`src/rtl/mips_pkg.sv`:
```
// Shared encodings for the multicycle MIPS control path: FSM states, opcodes, mux selects.
// Latency: n/a (types and constants only).
// Backpressure: n/a.
package mips_pkg;

  typedef enum logic [3:0] {
    S_RESET    = 4'd0,
    S_FETCH    = 4'd1,
    S_DECODE   = 4'd2,
    S_MEMADR   = 4'd3,
    S_MEMRD    = 4'd4,
    S_MEMWB    = 4'd5,
    S_MEMWR    = 4'd6,
    S_RTYPE_EX = 4'd7,
    S_ALU_WB   = 4'd8,
    S_IMM_EX   = 4'd9,
    S_BRANCH   = 4'd10,
    S_JUMP     = 4'd11
  } state_t;

  localparam logic [5:0] OP_RTYPE = 6'b000000;
  localparam logic [5:0] OP_LW    = 6'b100011;
  localparam logic [5:0] OP_SW    = 6'b101011;
  localparam logic [5:0] OP_ADDI  = 6'b001000;
  localparam logic [5:0] OP_SLTI  = 6'b001010;
  localparam logic [5:0] OP_ANDI  = 6'b001100;
  localparam logic [5:0] OP_ORI   = 6'b001101;
  localparam logic [5:0] OP_XORI  = 6'b001110;
  localparam logic [5:0] OP_BEQ   = 6'b000100;
  localparam logic [5:0] OP_BNE   = 6'b000101;
  localparam logic [5:0] OP_J     = 6'b000010;

  localparam logic [1:0] ALUOP_ADD  = 2'b00;
  localparam logic [1:0] ALUOP_SUB  = 2'b01;
  localparam logic [1:0] ALUOP_FUNC = 2'b10;

  localparam logic [1:0] SRCB_RT    = 2'b00;
  localparam logic [1:0] SRCB_FOUR  = 2'b01;
  localparam logic [1:0] SRCB_IMM   = 2'b10;
  localparam logic [1:0] SRCB_IMMSH = 2'b11;

  localparam logic [1:0] PCSRC_ALU    = 2'b00;
  localparam logic [1:0] PCSRC_ALUOUT = 2'b01;
  localparam logic [1:0] PCSRC_JUMP   = 2'b10;

  // Where DECODE sends each opcode; unsupported opcodes fall back to FETCH.
  function automatic state_t dispatch(input logic [5:0] op);
    case (op)
      OP_RTYPE:                                  dispatch = S_RTYPE_EX;
      OP_LW, OP_SW:                              dispatch = S_MEMADR;
      OP_ADDI, OP_SLTI, OP_ANDI, OP_ORI, OP_XORI: dispatch = S_IMM_EX;
      OP_BEQ, OP_BNE:                            dispatch = S_BRANCH;
      OP_J:                                      dispatch = S_JUMP;
      default:                                   dispatch = S_FETCH;
    endcase
  endfunction

  function automatic logic op_legal(input logic [5:0] op);
    op_legal = (dispatch(op) != S_FETCH);
  endfunction

endpackage

```
`src/rtl/multicycle_control.sv`:
```
// Moore control FSM for a multicycle MIPS datapath (fetch/decode/execute/memory/writeback).
// Latency: R-type/imm 4, lw 5, sw 4, branch/jump 3 cycles, plus one per memory wait cycle.
// Backpressure: FETCH, MEMRD and MEMWR hold their strobes until i_mem_ready.
module multicycle_control
  import mips_pkg::*;
(
  input  logic       i_clk,
  input  logic       i_rst_n,
  input  logic [5:0] i_Op,
  input  logic       i_zero,
  input  logic       i_mem_ready,
  output logic       o_MemRead,
  output logic       o_MemWrite,
  output logic       o_IorD,
  output logic       o_IRWrite,
  output logic       o_PCWrite,
  output logic       o_RegWrite,
  output logic       o_RegDst,
  output logic       o_MemtoReg,
  output logic       o_ALUSrcA,
  output logic [1:0] o_ALUSrcB,
  output logic [1:0] o_ALUOp,
  output logic [1:0] o_PCSource,
  output logic       o_retire,
  output logic       o_illegal,
  output logic [3:0] o_state
);

  state_t     state_q, state_d;
  logic [5:0] op_q, op_d;

  // State and latched-opcode registers; reset aborts any pending access.
  always_ff @(posedge i_clk) begin
    if (!i_rst_n) begin
      state_q <= S_RESET;
      op_q    <= OP_RTYPE;
    end else begin
      state_q <= state_d;
      op_q    <= op_d;
    end
  end

  // Next state; DECODE dispatches on the opcode it is latching this cycle.
  always_comb begin
    state_d = state_q;
    op_d    = op_q;
    case (state_q)
      S_RESET:    state_d = S_FETCH;
      S_FETCH:    if (i_mem_ready) state_d = S_DECODE;
      S_DECODE: begin
        op_d    = i_Op;
        state_d = dispatch(i_Op);
      end
      S_MEMADR:   state_d = (op_q == OP_SW) ? S_MEMWR : S_MEMRD;
      S_MEMRD:    if (i_mem_ready) state_d = S_MEMWB;
      S_MEMWR:    if (i_mem_ready) state_d = S_FETCH;
      S_MEMWB:    state_d = S_FETCH;
      S_RTYPE_EX: state_d = S_ALU_WB;
      S_IMM_EX:   state_d = S_ALU_WB;
      S_ALU_WB:   state_d = S_FETCH;
      S_BRANCH:   state_d = S_FETCH;
      S_JUMP:     state_d = S_FETCH;
      default:    state_d = S_RESET;
    endcase
  end

  // Output decode; anything not named for a state stays 0.
  always_comb begin
    o_MemRead  = 1'b0;
    o_MemWrite = 1'b0;
    o_IorD     = 1'b0;
    o_IRWrite  = 1'b0;
    o_PCWrite  = 1'b0;
    o_RegWrite = 1'b0;
    o_RegDst   = 1'b0;
    o_MemtoReg = 1'b0;
    o_ALUSrcA  = 1'b0;
    o_ALUSrcB  = SRCB_RT;
    o_ALUOp    = ALUOP_ADD;
    o_PCSource = PCSRC_ALU;
    o_retire   = 1'b0;
    o_illegal  = 1'b0;
    case (state_q)
      S_FETCH: begin
        o_MemRead = 1'b1;
        o_ALUSrcB = SRCB_FOUR;
        o_IRWrite = i_mem_ready;
        o_PCWrite = i_mem_ready;
      end
      S_DECODE: begin
        o_ALUSrcB = SRCB_IMMSH;
        o_illegal = !op_legal(i_Op);
      end
      S_MEMADR: begin
        o_ALUSrcA = 1'b1;
        o_ALUSrcB = SRCB_IMM;
      end
      S_MEMRD: begin
        o_MemRead = 1'b1;
        o_IorD    = 1'b1;
      end
      S_MEMWR: begin
        o_MemWrite = 1'b1;
        o_IorD     = 1'b1;
        o_retire   = i_mem_ready;
      end
      S_MEMWB: begin
        o_RegWrite = 1'b1;
        o_MemtoReg = 1'b1;
        o_retire   = 1'b1;
      end
      S_RTYPE_EX: begin
        o_ALUSrcA = 1'b1;
        o_ALUOp   = ALUOP_FUNC;
      end
      S_IMM_EX: begin
        o_ALUSrcA = 1'b1;
        o_ALUSrcB = SRCB_IMM;
        o_ALUOp   = ALUOP_FUNC;
      end
      S_ALU_WB: begin
        o_RegWrite = 1'b1;
        o_RegDst   = (op_q == OP_RTYPE);
        o_retire   = 1'b1;
      end
      S_BRANCH: begin
        o_ALUSrcA  = 1'b1;
        o_ALUOp    = ALUOP_SUB;
        o_PCSource = PCSRC_ALUOUT;
        o_PCWrite  = ((op_q == OP_BEQ) && i_zero) || ((op_q == OP_BNE) && !i_zero);
        o_retire   = 1'b1;
      end
      S_JUMP: begin
        o_PCWrite  = 1'b1;
        o_PCSource = PCSRC_JUMP;
        o_retire   = 1'b1;
      end
      default: ;
    endcase
  end

  assign o_state = state_q;

endmodule

```
`config.mk`:
```
export PLATFORM = sky130hd
export DESIGN_NAME = multicycle_control
export DESIGN_NICKNAME = d
export VERILOG_FILES = /design/src/rtl/mips_pkg.sv /design/src/rtl/multicycle_control.sv
export SDC_FILE = /design/constraint.sdc
export NUM_CORES = 1
export LEC_CHECK = 0
export ABC_CLOCK_PERIOD_IN_PS = 1650
export CORE_MARGIN = 2
export CORE_UTILIZATION = 45
export CTS_BUF_LIST = sky130_fd_sc_hd__clkbuf_8
export DETAILED_ROUTE_END_ITERATION = 6
export PLACE_DENSITY = 0.77
export SLEW_MARGIN = 20
export SYNTH_ARGS = -nofsm -noshare
export SYNTH_HDL_FRONTEND = slang
export SYNTH_SLANG_ARGS = --single-unit
export TNS_END_PERCENT = 100
```
`constraint.sdc`:
```
create_clock -name i_clk -period 1.65 [get_ports i_clk]
set_input_delay 0.4125 -clock i_clk [delete_from_list [all_inputs] [get_ports i_clk]]
set_output_delay 0.4125 -clock i_clk [all_outputs]
set_load 0.01 [all_outputs]
```
==> results of run 1 <==
-- through the flow --
stage | TNS, ns | worst slack [ns] | instances | hold WS (ns) | util, %
after floorplan | 0 | 0.0328 | 126 | 0.456 | -
after global placement | -5.32 | -0.634 | 213 | 0.494 | 82.3
after detailed placement | -5.95 | -0.674 | 213 | 0.517 | 82.3
after CTS | -0.372 | -0.117 | 224 | 0.524 | 91.5
-- synth_stat cells (all sizes together) (2+ instances only) --
library cell | n | area, µm²
a21oi | 11 | 55.1
buf | 7 | 40.0
a31oi | 2 | 12.5
inv | 4 | 15.0
o21ai | 6 | 30.0
nor2b | 7 | 51.3
a21boi | 7 | 52.6
nand2b | 6 | 37.5
clkbuf | 2 | 7.51
nand4b | 2 | 17.5
nand2 | 19 | 73.8
o21a | 2 | 15.0
nor3 | 5 | 36.3
nor2 | 18 | 67.6
nor4 | 2 | 12.5
dfxtp | 10 | 200
-- kinds of logic after synthesis --
kind of cell	share of synthesized area, %
buffers and inverters	7.32
xor gates and xnor gates	1.03
and+or+nand+nor	38.8
AOI/OAI and AO/OA	29.4
DFF	23.4
-- timing repair --
action	in CTS
gates resized for setup	109
setup buffers	7
hold buffers	0
pin swaps	8
setup endpoints to repair	24
==> summary.md, run 1 <==
| Metric | Value |
|---|---|
| Synth Instances | `126` |
| Core Rows | `15` |
| Syn nets | `136` |
| Largest net degree at the start of global routing | `11` |
| Worst EP kind | `top-level output` |
| Synthesis Warnings | `0` |
| First Err | `[ERROR DPL-0038] Utilization greater than 100%, impossible to legalize` |
| Post-synth EDFFs | `0` |
| Post-synthesis cell type count | `36` |
| Placed instance area | `1450 µm²` |
| Fail Step | `global routing (5_1_grt)` |
| Placer Congestion | `0.817` |
| Die height | `47.6 µm` |
| Worst_ep grt | `o_RegDst` |
| Initial core utilization | `48.4%` |
| Synth Flop Type | `dfxtp_1` |
| Die Wd | `47.6 µm` |
| Yosys reg bits | `10` |
| Synth async-reset ratio | `0%` |
| I/O pin count | `31` |
| Max Root-Sink Buffers | `2` |
| Register area share after synthesis | `23.4%` |
| Outcome | `stopped before the end` |
| Root buf cell | `clkbuf_8` |
| Synth Cell Area | `855 µm²` |
| I/O Buffers | `30` |
| HPWL after DPL | `2230 µm` |
| Mean Syn Cell Area | `6.78 µm²` |
| Clk sinks | `10` |
| H-tree levels | `1` |
| Num CTS Buffers | `3` |
==> run 2, diff against run 1 <==
CORE_AREA = 2 2 63 65   (was not set)
CORE_MARGIN = not set   (was 2)
CORE_UTILIZATION = not set   (was 45)
CTS_BUF_LIST = not set   (was sky130_fd_sc_hd__clkbuf_8)
DIE_AREA = 0 0 65 67   (was not set)
PLACE_DENSITY = not set   (was 0.77)
PLACE_DENSITY_LB_ADDON = 0.15   (was not set)
==> summary.md, run 2 <==
| Metric | Value |
|---|---|
| Largest net degree at the start of global routing | `11` |
| Die Wd | `65 µm (was 47.6 µm)` |
| CORE AREA | `3610 µm²` |
| Critical Path Max Stage Delay | `0.32 ns` |
| CP Data Required Time | `1.24 ns` |
| Top post-synthesis cells by area | `dfxtp_1, nand2_1, nor2_1 (unchanged)` |
| Die ar. | `4360 µm²` |
| I/O pin count | `31 (unchanged)` |
| Mean Syn Cell Area | `6.78 µm² (unchanged)` |
| Synth async-reset ratio | `0% (unchanged)` |
| Vias in the first global route | `1060` |
| Synth Cell Area | `855 µm² (unchanged)` |
| Met2 routed WL | `1430 µm` |
| H-tree levels | `1 (unchanged)` |
| Total gr overflow | `0` |
| Crit path cell chain | `nor4_2 > buf_4 > nand4b_1 > nor3_1 > buf_2` |
| Post-route ant nets | `0` |
| CTS tree | `built` |
| 1st-pass router iterations | `4` |
| Layout cells sized above 1 | `50.5%` |
| Share of the synthesized area in the top cell type | `23.4% (unchanged)` |
| Post-synthesis cell type count | `36 (unchanged)` |
| Hold WC Path Type | `flip-flop to flip-flop` |
| Placed instance area | `1500 µm² (was 1450 µm²)` |
| Setup repair after global routing missed its margin | `true` |
| Post-synth EDFFs | `0 (unchanged)` |
| Initial antenna violation count | `0` |
| Hold buffers post-CTS | `0 (unchanged)` |
| Place WS | `-0.678 ns (was -0.674 ns)` |
| Initial core utilization | `23.7% (was 48.4%)` |
| Register area share after synthesis | `23.4% (unchanged)` |
| Area Overhead vs Synth | `97.2%` |
| First-pass GRT wire length | `4820 µm` |
| Worst-path cell with the longest stage delay | `dfxtp_2` |
| Pins over their slew limit | `0` |
| DRT iter0 DRCs | `20` |
| Routed WL | `2970 µm` |
| Die height | `67 µm (was 47.6 µm)` |
| Worst-Margin Slew | `0.428 ns` |
| CP endpoint kind | `output port` |
| Via density | `4.65` |
| Clk sinks | `10 (unchanged)` |
| Period utilization | `107%` |
| DR top layer | `met4` |
| Final hold violation count | `0` |
| Residual DRC | `0` |
| Setup violators final | `5` |
| Max Root-Sink Buffers | `2 (unchanged)` |
| Most frequent cells in the layout | `buf_4, nand2_1, buf_2` |
| CP arrival | `1.35 ns` |
| Final net count | `211` |
| Worst Setup Slack, final | `-0.115 ns` |
| Slew margin rel. | `71.4%` |
| Max IR drop VDD | `0.303 mV` |
| Worst-Skew Late Latency | `0.24 ns` |
| Placer Congestion | `0.850 (was 0.817)` |
| Synthesis Warnings | `0 (unchanged)` |
| I/O Buffers | `30 (unchanged)` |
| Synth Instances | `126 (unchanged)` |
| Num CTS Buffers | `3 (unchanged)` |
| Inserted Diodes | `0` |
| Syn nets | `136 (unchanged)` |
| Tmin final | `1.76 ns` |
| Met3 Routed Length | `135 µm` |
| PD cells | `628 nW/µm²` |
| Total power | `1.06 mW` |
| Synth Flop Type | `dfxtp_1 (unchanged)` |
| Delay-heaviest family, CP | `simple AND/OR/NAND/NOR gates` |
| Clock transition at path regs | `0.05 ns` |
| # Max-Cap Violations | `0` |
| HPWL after DPL | `2380 µm (was 2230 µm)` |
| Clk_skew | `0.00295 ns` |
| Violated checks | `negative setup slack` |
| Root buf cell | `clkbuf_8 (unchanged)` |
| Cell area after layout | `1690 µm²` |
| Yosys reg bits | `10 (unchanged)` |
| Lkg Pwr | `0.761 nW` |
| CP bufs+invs | `2` |
| Most common cell after layout, fill and taps aside | `buf_4` |
| Core Rows | `22 (was 15)` |
| Biggest register | `op_q` |
| Hold_ws | `0.526 ns` |
| Outcome | `complete, but fails checks (was stopped before the end)` |
| WL per Instance | `12.0 µm` |
| Yosys top cell by area | `dfxtp_1 (unchanged)` |
| Crit Path Max Fanout | `2` |
| WL met1 | `1350 µm` |
| Vias | `1154` |
| Worst setup path category | `flip-flop to output port` |
| Synth cell count leaders | `nand2_1, nor2_1, a21oi_1, dfxtp_1, a21boi_0 (unchanged)` |
| Max reg flops | `6` |
| Gr usage total | `14.0%` |
| Setup crit start kind | `flip-flop` |
| Fmax | `567 MHz` |
run 2: cell counts after synthesis:
Identical to the previous run, type by type.
run 2: repair_timing:
item	in CTS	in global routing
pin swaps	8	8
setup endpoints to repair	24	15
setup buffers	5	2
gates cloned	0	0
resized for setup	107	22
run 2: cells by family after synthesis:
logic type	synth area share [%]
xor gates and xnor gates	1.03
buffers and inverters	7.32
DFF	23.4
AOI/OAI and AO/OA	29.4
and+or+nand+nor	38.8
run 2: layer usage:
metal	up-vias	track usage, %
met3	6	2.03
met4	0	5.85
met1	528	17.2
li1	593	-
met2	27	24.2
met5	-	0
run 2: worst min-delay path: cells and delay by family, from the launching register on:
kind	cells	cell delay [ns]
AND/OR/NAND/NOR	1	0.06
AO/OA/AOI/OAI	1	0.07
flip-flops	1	0.35
run 2: final timing paths:
path | startpoint | endpoint | slack (ns) | cells past startpoint
worst max-delay path | op_q[4] | o_RegDst | -0.11 | 5
worst min-delay path | op_q[2] | op_q[2] | 0.53 | 2
worst max register to register | o_state[1] | o_state[3] | 0.10 | 7
worst min register to register | op_q[2] | op_q[2] | 0.53 | 2
run 2: power by group:
part / switching, mW / total [mW] / internal (mW) / leakage, nW
combinational: 0.216 / 0.469 / 0.253 / 0.648
sequential: 0.0211 / 0.280 / 0.259 / 0.0843
clock: 0.100 / 0.310 / 0.210 / 0.0288
total: 0.337 / 1.06 / 0.722 / 0.761
run 2: area by class of cell:
cell class	count	area [µm²]
Fill cell	371	1920
Multi-Input combinational cell	103	718
Timing Repair Buffer	79	623
Sequential cell	10	214
Tap cell	48	60.1
Clock buffer	4	55.1
Inverter	4	15.0
run 2: stage by stage:
stage,util (%),std cells,TNS [ns]
CTS,45.3,246,-0.479
finish,46.7,248,-0.316
detailed placement,41.6,237,-6.89
global placement,41.6,237,-6.56
global route,46.7,248,-0.800
floorplan,-,126,0
Note: power is estimated with default switching activity, not from simulation.
==> run 3, diff against run 2 <==
CORE_AREA = 4 4 65 67   (was 2 2 63 65)
CTS_BUF_LIST = sky130_fd_sc_hd__clkbuf_8   (was not set)
DIE_AREA = 0 0 69 71   (was 0 0 65 67)
==> summary.md, run 3 (synthesized netlist as in run 2, its figures left out) <==
| Metric | Value |
|---|---|
| CP arrival | `1.39 ns (was 1.35 ns)` |
| CP Data Required Time | `1.24 ns (about the same)` |
| Met2 routed WL | `1720 µm (was 1430 µm)` |
| CORE AREA | `3630 µm² (was 3610 µm²)` |
| Tmin final | `1.80 ns (was 1.76 ns)` |
| Lkg Pwr | `0.819 nW (was 0.761 nW)` |
| Vias in the first global route | `1193 (was 1060)` |
| Clock transition at path regs | `0.05 ns (about the same)` |
| Max IR drop VDD | `0.249 mV (was 0.303 mV)` |
| Area Overhead vs Synth | `105% (was 97.2%)` |
| Largest net degree at the start of global routing | `10 (was 11)` |
| WL per Instance | `13.4 µm (was 12.0 µm)` |
| Clk sinks | `10 (unchanged)` |
| Die ar. | `4900 µm² (was 4360 µm²)` |
| Fin cells | `250 (was 248)` |
| CTS tree | `built (unchanged)` |
| Setup TNS | `-0.432 ns (was -0.316 ns)` |
| 1st-pass router iterations | `4 (unchanged)` |
| Gr usage total | `13.7% (was 14.0%)` |
| Slew margin rel. | `74.5% (was 71.4%)` |
| DRT iter0 DRCs | `42 (was 20)` |
| CP endpoint kind | `output port (unchanged)` |
| Violated checks | `negative setup slack (unchanged)` |
| First-pass GRT wire length | `5620 µm (was 4820 µm)` |
| Most frequent cells in the layout | `buf_4, nand2_1, nor2_1, buf_2, buf_6 (was buf_4, nand2_1, buf_2)` |
| PD cells | `633 nW/µm² (was 628 nW/µm²)` |
| Cells after DPL | `238 (was 237)` |
| DR top layer | `met4 (unchanged)` |
| Hold depth | `3 (was 2)` |
| Routed WL | `3350 µm (was 2970 µm)` |
| Initial antenna violation count | `0 (unchanged)` |
| Max reg flops | `6 (unchanged)` |
| Outcome | `complete, but fails checks (unchanged)` |
| # Max-Cap Violations | `0 (unchanged)` |
| Hold Path Sink | `op_q[0] (was op_q[2])` |
| Final net count | `213 (was 211)` |
| Worst R2R Setup Slack | `0.04 ns (was 0.10 ns)` |
| Inserted Diodes | `0 (unchanged)` |
| Max Root-Sink Buffers | `2 (unchanged)` |
| R2r worst-path depth | `7 (unchanged)` |
| Period utilization | `109% (was 107%)` |
| Biggest register | `op_q (unchanged)` |
| Final hold violation count | `0 (unchanged)` |
| Core Rows | `22 (unchanged)` |
| Placed instance area | `1510 µm² (was 1500 µm²)` |
| Setup violators final | `6 (was 5)` |
| Met3 Routed Length | `169 µm (was 135 µm)` |
| Post-route ant nets | `0 (unchanged)` |
| Setup crit start kind | `flip-flop (unchanged)` |
| Die Wd | `69 µm (was 65 µm)` |
| WL met1 | `1390 µm (was 1350 µm)` |
| Layout cells sized above 1 | `56.4% (was 50.5%)` |
| Clk_skew | `0.00530 ns (was 0.00295 ns)` |
| Via density | `4.83 (was 4.65)` |
| HPWL after DPL | `2440 µm (was 2380 µm)` |
| Placer Congestion | `0.851 (was 0.850)` |
| Residual DRC | `0 (unchanged)` |
| Num CTS Buffers | `3 (unchanged)` |
| Die height | `71 µm (was 67 µm)` |
| Hold WC Path Type | `primary input to flip-flop (was flip-flop to flip-flop)` |
| Reg-to-Reg End | `o_state[2] (was o_state[3])` |
| Setup repair after global routing missed its margin | `true (unchanged)` |
| Vias | `1207 (was 1154)` |
| Reg2reg start | `o_state[0] (was o_state[1])` |
| I/O Buffers | `30 (unchanged)` |
| Worst-Skew Late Latency | `0.24 ns (about the same)` |
| Total gr overflow | `0 (unchanged)` |
| Worst Setup Slack, final | `-0.151 ns (was -0.115 ns)` |
| Root buf cell | `clkbuf_8 (unchanged)` |
| I/O pin count | `31 (unchanged)` |
| H-tree levels | `1 (unchanged)` |
| Initial core utilization | `23.5% (was 23.7%)` |
| Most common cell after layout, fill and taps aside | `buf_4 (unchanged)` |
| Pins over their slew limit | `0 (unchanged)` |
| Fmax | `555 MHz (was 567 MHz)` |
| Worst setup path category | `flip-flop to output port (unchanged)` |
| Cell area after layout | `1750 µm² (was 1690 µm²)` |
| Crit Path Max Fanout | `2 (unchanged)` |
| Min-delay src | `i_Op[0] (was op_q[2])` |
| Worst-Margin Slew | `0.381 ns (was 0.428 ns)` |
| Place WS | `-0.667 ns (was -0.678 ns)` |
==> run 3: cell type report <==
| cell class | instances | area (µm²) |
|---|---|---|
| Sequential cell | 10 | 215 |
| Fill cell | 370 | 1880 |
| Multi-Input combinational cell | 103 | 782 |
| Inverter | 4 | 15.0 |
| Clock buffer | 4 | 55.1 |
| Tap cell | 48 | 60.1 |
| Timing Repair Buffer | 81 | 627 |
==> run 3: repair_timing <==
item	CTS	global route
gates resized for setup	114	36
pin swaps	11	10
endpoints found under the setup margin	22	18
hold buffers	0	0
setup buffers	4	4
endpoints found under the hold margin	0	0
==> run 3: layer usage <==
layer | vias to the layer above | track usage, %
met5 | - | 0
li1 | 597 | -
met1 | 557 | 16.7
met4 | 0 | 5.21
met3 | 10 | 2.84
met2 | 43 | 23.7
==> run 3: worst max-delay path by stage <==
stage / from / endpoint / slack (ns) / cells past startpoint
after floorplan: o_state[2] / o_MemRead / 0.03 / 4
after global placement: i_Op[2] / o_illegal / -0.65 / 6
after detailed placement: i_Op[2] / o_illegal / -0.67 / 6
after CTS: op_q[5] / o_RegDst / -0.16 / 5
after global routing: op_q[5] / o_RegDst / -0.27 / 5
final: op_q[5] / o_RegDst / -0.15 / 5
==> run 3: power by group <==
part	total (mW)	switching, mW	leakage [nW]	internal, mW
clock network	0.306	0.0961	0.0288	0.210
registers	0.278	0.0193	0.0848	0.259
logic	0.527	0.245	0.705	0.282
total	1.11	0.360	0.819	0.751
==> run 3: worst max-delay path: stages, from the launching register on <==
cell and delay (ns):
dfxtp_2 0.33, nor4_4 0.27, buf_4 0.17, nand4b_1 0.12, nor3_2 0.12, buf_2 0.15
==> run 3: metrics by stage <==
| stage | hold WS [ns] | util, % | power [mW] |
|---|---|---|---|
| final | 0.527 | 48.3 | 1.11 |
| after detailed placement | 0.498 | 41.5 | 0.709 |
| after global placement | 0.503 | 41.5 | 0.704 |
| after CTS | 0.549 | 45.8 | 1.06 |
| after floorplan | 0.456 | - | 0.454 |
| after global routing | 0.558 | 48.3 | 1.19 |
==> run 4, diff against run 3 <==
ABC_CLOCK_PERIOD_IN_PS = 2330   (was 1650)
clock period = 2.33 ns   (was 1.65 ns; I/O delays follow)
==> summary.md, run 4 (synthesized netlist as in run 2, its figures left out) <==
| Metric | Value |
|---|---|
| Outcome | `complete, no violations (was complete, but fails checks)` |
| Place WS | `-0.331 ns (was -0.667 ns)` |
| Placer Congestion | `0.810 (was 0.851)` |
| Die ar. | `4900 µm² (unchanged)` |
| Max Root-Sink Buffers | `2 (unchanged)` |
| Most frequent cells in the layout | `nand2_1, nor2_1, clkdlybuf4s50_1, buf_4, a21oi_1 (was buf_4, nand2_1, nor2_1, buf_2, buf_6)` |
| Total gr overflow | `0 (unchanged)` |
| Setup violators final | `0 (was 6)` |
| Total power | `0.668 mW (was 1.11 mW)` |
| Routed WL | `2800 µm (was 3350 µm)` |
| Setup crit start kind | `primary input (was flip-flop)` |
| Worst-path cell with the longest stage delay | `clkdlybuf4s50_1 (was dfxtp_2)` |
| CP Data Required Time | `1.75 ns (was 1.24 ns)` |
| Fmax | `437 MHz` |
| Period utilization | `98.2%` |
| Pins over their slew limit | `0 (unchanged)` |
| CORE AREA | `3630 µm² (unchanged)` |
| Num CTS Buffers | `3 (unchanged)` |
| I/O pin count | `31 (unchanged)` |
| Final hold violation count | `0 (unchanged)` |
| CP endpoint kind | `output port (unchanged)` |
| H-tree levels | `1 (unchanged)` |
| Tmin final | `2.29 ns` |
| Reg2reg start | `o_state[2] (was o_state[0])` |
| Worst Setup Slack, final | `0.0430 ns (was -0.151 ns)` |
| Gr usage total | `11.4% (was 13.7%)` |
| Worst-Skew Late Latency | `0.24 ns (about the same)` |
| Hold WC Path Type | `flip-flop to flip-flop (was primary input to flip-flop)` |
| Via density | `4.87 (was 4.83)` |
| Biggest register | `op_q (unchanged)` |
| Post-route ant nets | `0 (unchanged)` |
| Die Wd | `69 µm (unchanged)` |
| CTS tree | `built (unchanged)` |
| Vias | `1052 (was 1207)` |
| Residual DRC | `0 (unchanged)` |
| Hold depth | `2 (was 3)` |
| Worst-Margin Slew | `0.396 ns (was 0.381 ns)` |
| Area Overhead vs Synth | `62.2% (was 105%)` |
| Critical Path Max Stage Delay | `0.47 ns (was 0.33 ns)` |
| WL per Instance | `12.9 µm (was 13.4 µm)` |
| DRT iter0 DRCs | `48 (was 42)` |
| Lkg Pwr | `0.614 nW (was 0.819 nW)` |
| R2r worst-path depth | `5 (was 7)` |
| Final net count | `179 (was 213)` |
| Min-delay src | `op_q[1] (was i_Op[0])` |
| Inserted Diodes | `0 (unchanged)` |
| 1st-pass router iterations | `4 (unchanged)` |
| First-pass GRT wire length | `4680 µm (was 5620 µm)` |
| Clock transition at path regs | `0.05 ns (about the same)` |
| Setup repair after global routing missed its margin | `true (unchanged)` |
| Initial antenna violation count | `0 (unchanged)` |
| Worst setup path category | `primary input to output port (was flip-flop to output port)` |
| Layout cells sized above 1 | `22.0% (was 56.4%)` |
| Core Rows | `22 (unchanged)` |
| Die height | `71 µm (unchanged)` |
| Worst R2R Setup Slack | `0.79 ns (was 0.04 ns)` |
| HPWL after DPL | `2140 µm (was 2440 µm)` |
| Clk_skew | `0.000727 ns (was 0.00530 ns)` |
| Initial core utilization | `23.5% (unchanged)` |
| Clk sinks | `10 (unchanged)` |
| Max reg flops | `6 (unchanged)` |
| Cells after DPL | `211 (was 238)` |
| CP arrival | `1.70 ns (was 1.39 ns)` |
| Slew margin rel. | `73.4% (was 74.5%)` |
| Crit path cell chain | `clkdlybuf4s50_1 > a21oi_1 > nor2_1 > a22o_1 > dlygate4sd2_1 (was nor4_4 > buf_4 > nand4b_1 > nor3_2 > buf_2)` |
| Fin cells | `216 (was 250)` |
| Most common cell after layout, fill and taps aside | `nand2_1 (was buf_4)` |
| I/O Buffers | `30 (unchanged)` |
| Hold Path Sink | `op_q[1] (was op_q[0])` |
| # Max-Cap Violations | `0 (unchanged)` |
| Root buf cell | `clkbuf_8 (unchanged)` |
| Crit Path Max Fanout | `3 (was 2)` |
| Vias in the first global route | `1042 (was 1193)` |
| PD cells | `482 nW/µm² (was 633 nW/µm²)` |
| Final core utilization | `38.2% (was 48.3%)` |
| Largest net degree at the start of global routing | `14 (was 10)` |
| Placed instance area | `1290 µm² (was 1510 µm²)` |
| Max IR drop VDD | `0.221 mV (was 0.249 mV)` |
| Cell area after layout | `1390 µm² (was 1750 µm²)` |
| Reg-to-Reg End | `o_state[2] (unchanged)` |
## run 4: power by group
part           switching [mW]  total [mW]  internal (mW)
Clock                  0.0737       0.223          0.149
Combinational           0.123       0.245          0.122
Sequential             0.0172       0.200          0.183
## run 4: through the flow
| stage | hold slack, ns | TNS, ns |
|---|---|---|
| after detailed placement | 0.481 | -0.922 |
| final | 0.502 | 0 |
| after global routing | 0.530 | -0.0388 |
| after floorplan | 0.456 | 0 |
| after global placement | 0.478 | -0.884 |
| after CTS | 0.498 | -0.0825 |
## run 4: layer usage
layer	up-vias	global-route usage, %	routed length, µm
met3	5	3.13	184
met2	36	19.1	1250
li1	529	-	-
met5	-	0	0
met1	482	14.1	1330
met4	0	3.69	28
## run 4: worst max-delay path by stage
stage                 from            end  depth (start not counted)  slack, ns
2_1_floorplan   o_state[1]  o_PCSource[0]                          4       0.46
3_3_place_gp       i_Op[2]      o_illegal                          6      -0.31
3_5_place_dp       i_Op[2]      o_illegal                          6      -0.33
4_1_cts            i_Op[1]      o_illegal                          6      -0.08
5_1_grt            i_Op[1]      o_illegal                          6      -0.03
6_report       i_mem_ready       o_retire                          5       0.04
## run 4: repair_timing
action                                  4_1_cts  5_1_grt
hold buffers                                  0        0
gates cloned                                  0        0
pin swaps                                     1        1
buffers inserted                              1        0
endpoints found under the setup margin       14        7
gates resized for setup                      18       13
## run 4: layout make-up
class / instances / area, µm²
Clock buffer: 4 / 55.1
Fill cell: 398 / 2250
Inverter: 4 / 15.0
Multi-Input combinational cell: 103 / 623
Sequential cell: 10 / 204
Tap cell: 48 / 60.1
Timing Repair Buffer: 47 / 429
## run 4: worst max-delay path: cells and delay by family
family          cells  cell delay, ns
compound gates      2            0.32
simple gates        1            0.05
buf+inv             2            0.75
==> edit, RTL diff (config.mk and constraints of run 3) <==
Make the reset (`i_rst_n`) asynchronous in one clocked block.
--- a/src/rtl/multicycle_control.sv
+++ b/src/rtl/multicycle_control.sv
@@ -30,7 +30,7 @@
   logic [5:0] op_q, op_d;
 
   // State and latched-opcode registers; reset aborts any pending access.
-  always_ff @(posedge i_clk) begin
+  always_ff @(posedge i_clk or negedge i_rst_n) begin
     if (!i_rst_n) begin
       state_q <= S_RESET;
       op_q    <= OP_RTYPE;
Check against the original RTL: differs if i_rst_n is asserted again (counterexample within 4 cycles, from zero or initial values and one cycle with i_rst_n low); with i_rst_n held inactive, the same outputs for 10 cycles.
==> edit against run 3 <==
- sequential share of layout area increased by 2.6 points
- worst setup slack worse by 27 ps
- synthesized area decreased by 8.5%
- routed wire length fell by 15%
- sequential cell count did not move
- final area decreased by 1.9%
- core utilization shrank 0.90 points
- clock skew down 2.7 ps
- non-clock buffer count stayed put
- the run still ends with negative setup slack left
Power is not compared: it rests on default switching activity, and its combinational part moved more than twofold at a synthesized area within 25%.
==> edit: results <==
group,metric,value,unit
status,status,"complete, but fails checks",
status,violations,"negative setup slack",
synth,yosysUniqueCellTypes,34,
worst_setup_path,rrSetupSlack,120,ps
sta,setup_viol,11,
detailed_routing,drt-total-wl,2845,µm
global_route,grt_pass1_vias,1022,
worst_setup_path,rr_endpoint,"o_state[1]",
synth,postSynth.asyncResetShare,1.000,
cts,cts_buffers,3,
place,dp_slack,-735.0,ps
synth,synth_common_cells,"nor2_1, dfrtp_1, a21oi_1",
sta,setup_ws,-177.5,ps
place,gp_congestion,0.8535,
cells_and_area,antenna_cells,0,
min_path,hp-class,"input port to async pin",
synth,syn-num-nets,104,
cells_and_area,drive_gt1_frac,0.6552,
sta,holdWs,506.3,ps
worst_setup_path,worstReg2RegStart,"o_state[3]",
place,hpwl,2155,µm
cts,cts.clk_slew.worst_paths,50,ps
sta,maxSlewHeadroom,0.6733,
synth,synth_top_area_frac,0.3200,
pwr,ir_worst_vdd,0.0005211,V
global_route,grt_pass1_wl,4388,µm
worst_setup_path,reg2reg_depth,5,
global_route,grt_use_total,0.1062,
detailed_routing,vias_per_cell,4.554,
worst_setup_path,critical_path_arrival,1410,ps
detailed_routing,drtIter0Drc,8,
synth,ys_seq_area_frac,0.3200,
sta,skew,2.595,ps
global_route,grt_max_degree,14,
worst_setup_path,crit_fanout,4,
synth,synthTopCellsByArea,"dfrtp_1, mux2_2, nor2_1",
## edit: how the worst max path moves through the flow
stage,endpoint,slack [ps],from,depth (start not counted)
after floorplan,o_illegal,-20,o_state[3],4
after global placement,o_illegal,-680,i_Op[5],6
after detailed placement,o_illegal,-730,i_Op[1],6
after CTS,o_RegDst,-180,o_state[2],6
after global routing,o_illegal,-280,o_state[0],5
final,o_RegDst,-180,o_state[2],6
## edit: area by class of cell
cell class | instances | area, µm²
multi-input combinational | 76 | 641.9
fill | 378 | 1912
sequential | 10 | 255.2
clock buffer | 4 | 55.05
tap | 48 | 60.06
timing repair buffer | 81 | 698.2
inverter | 3 | 11.26
## edit: timing repair
item / CTS / global route
hold endpoints to repair: 0 / 0
pin swaps: 10 / 16
cloned: 0 / 1
buffers inserted: 7 / 6
endpoints found under the setup margin: 21 / 19
gates resized for setup: 103 / 40
## edit: logic make-up (layout without fill, tap and decap cells)
kind of cell	after synthesis	in the layout	synth area share
xor+xnor	2	2	0.02240
buf+inv	8	88	0.04799
flops	10	10	0.3200
mux	7	7	0.09919
simple gates	40	40	0.2816
compound gates	27	27	0.2288
## edit: routing by layer
metal  routed length [µm]  global-route usage  vias up
met5                    0                   0        -
met4                   38             0.04121        0
met3                  148             0.02699        4
met2                 1442              0.1875       33
met1                 1216              0.1230      467
li1                     -                   -      507
## edit: metrics by stage
step	setup TNS [ps]	total power, W	instances	cell area [µm²]
floorplan	-20.58	0.001248	94	788.3
global placement	-5864	0.002156	205	1408
detailed placement	-6093	0.002166	205	1408
CTS	-954.3	0.002565	216	1506
global route	-2105	0.003171	222	1722
finish	-1223	0.002982	222	1722
## edit: where the power goes
group | internal, W | switching [W] | leakage, nW
logic | 0.00128 | 0.000897 | 0.648
registers | 0.000373 | 0.000124 | 0.117
clock network | 0.000210 | 0.000102 | 0.0288
total | 0.00186 | 0.00112 | 0.793
## edit: worst max-delay path, cell delays in order (launching register included)
cell and delay (ps):
dfrtp_2 430, nand2b_4 170, nor2_4 100, buf_6 120, nand2_1 60, nor4_2 130, buf_2 170
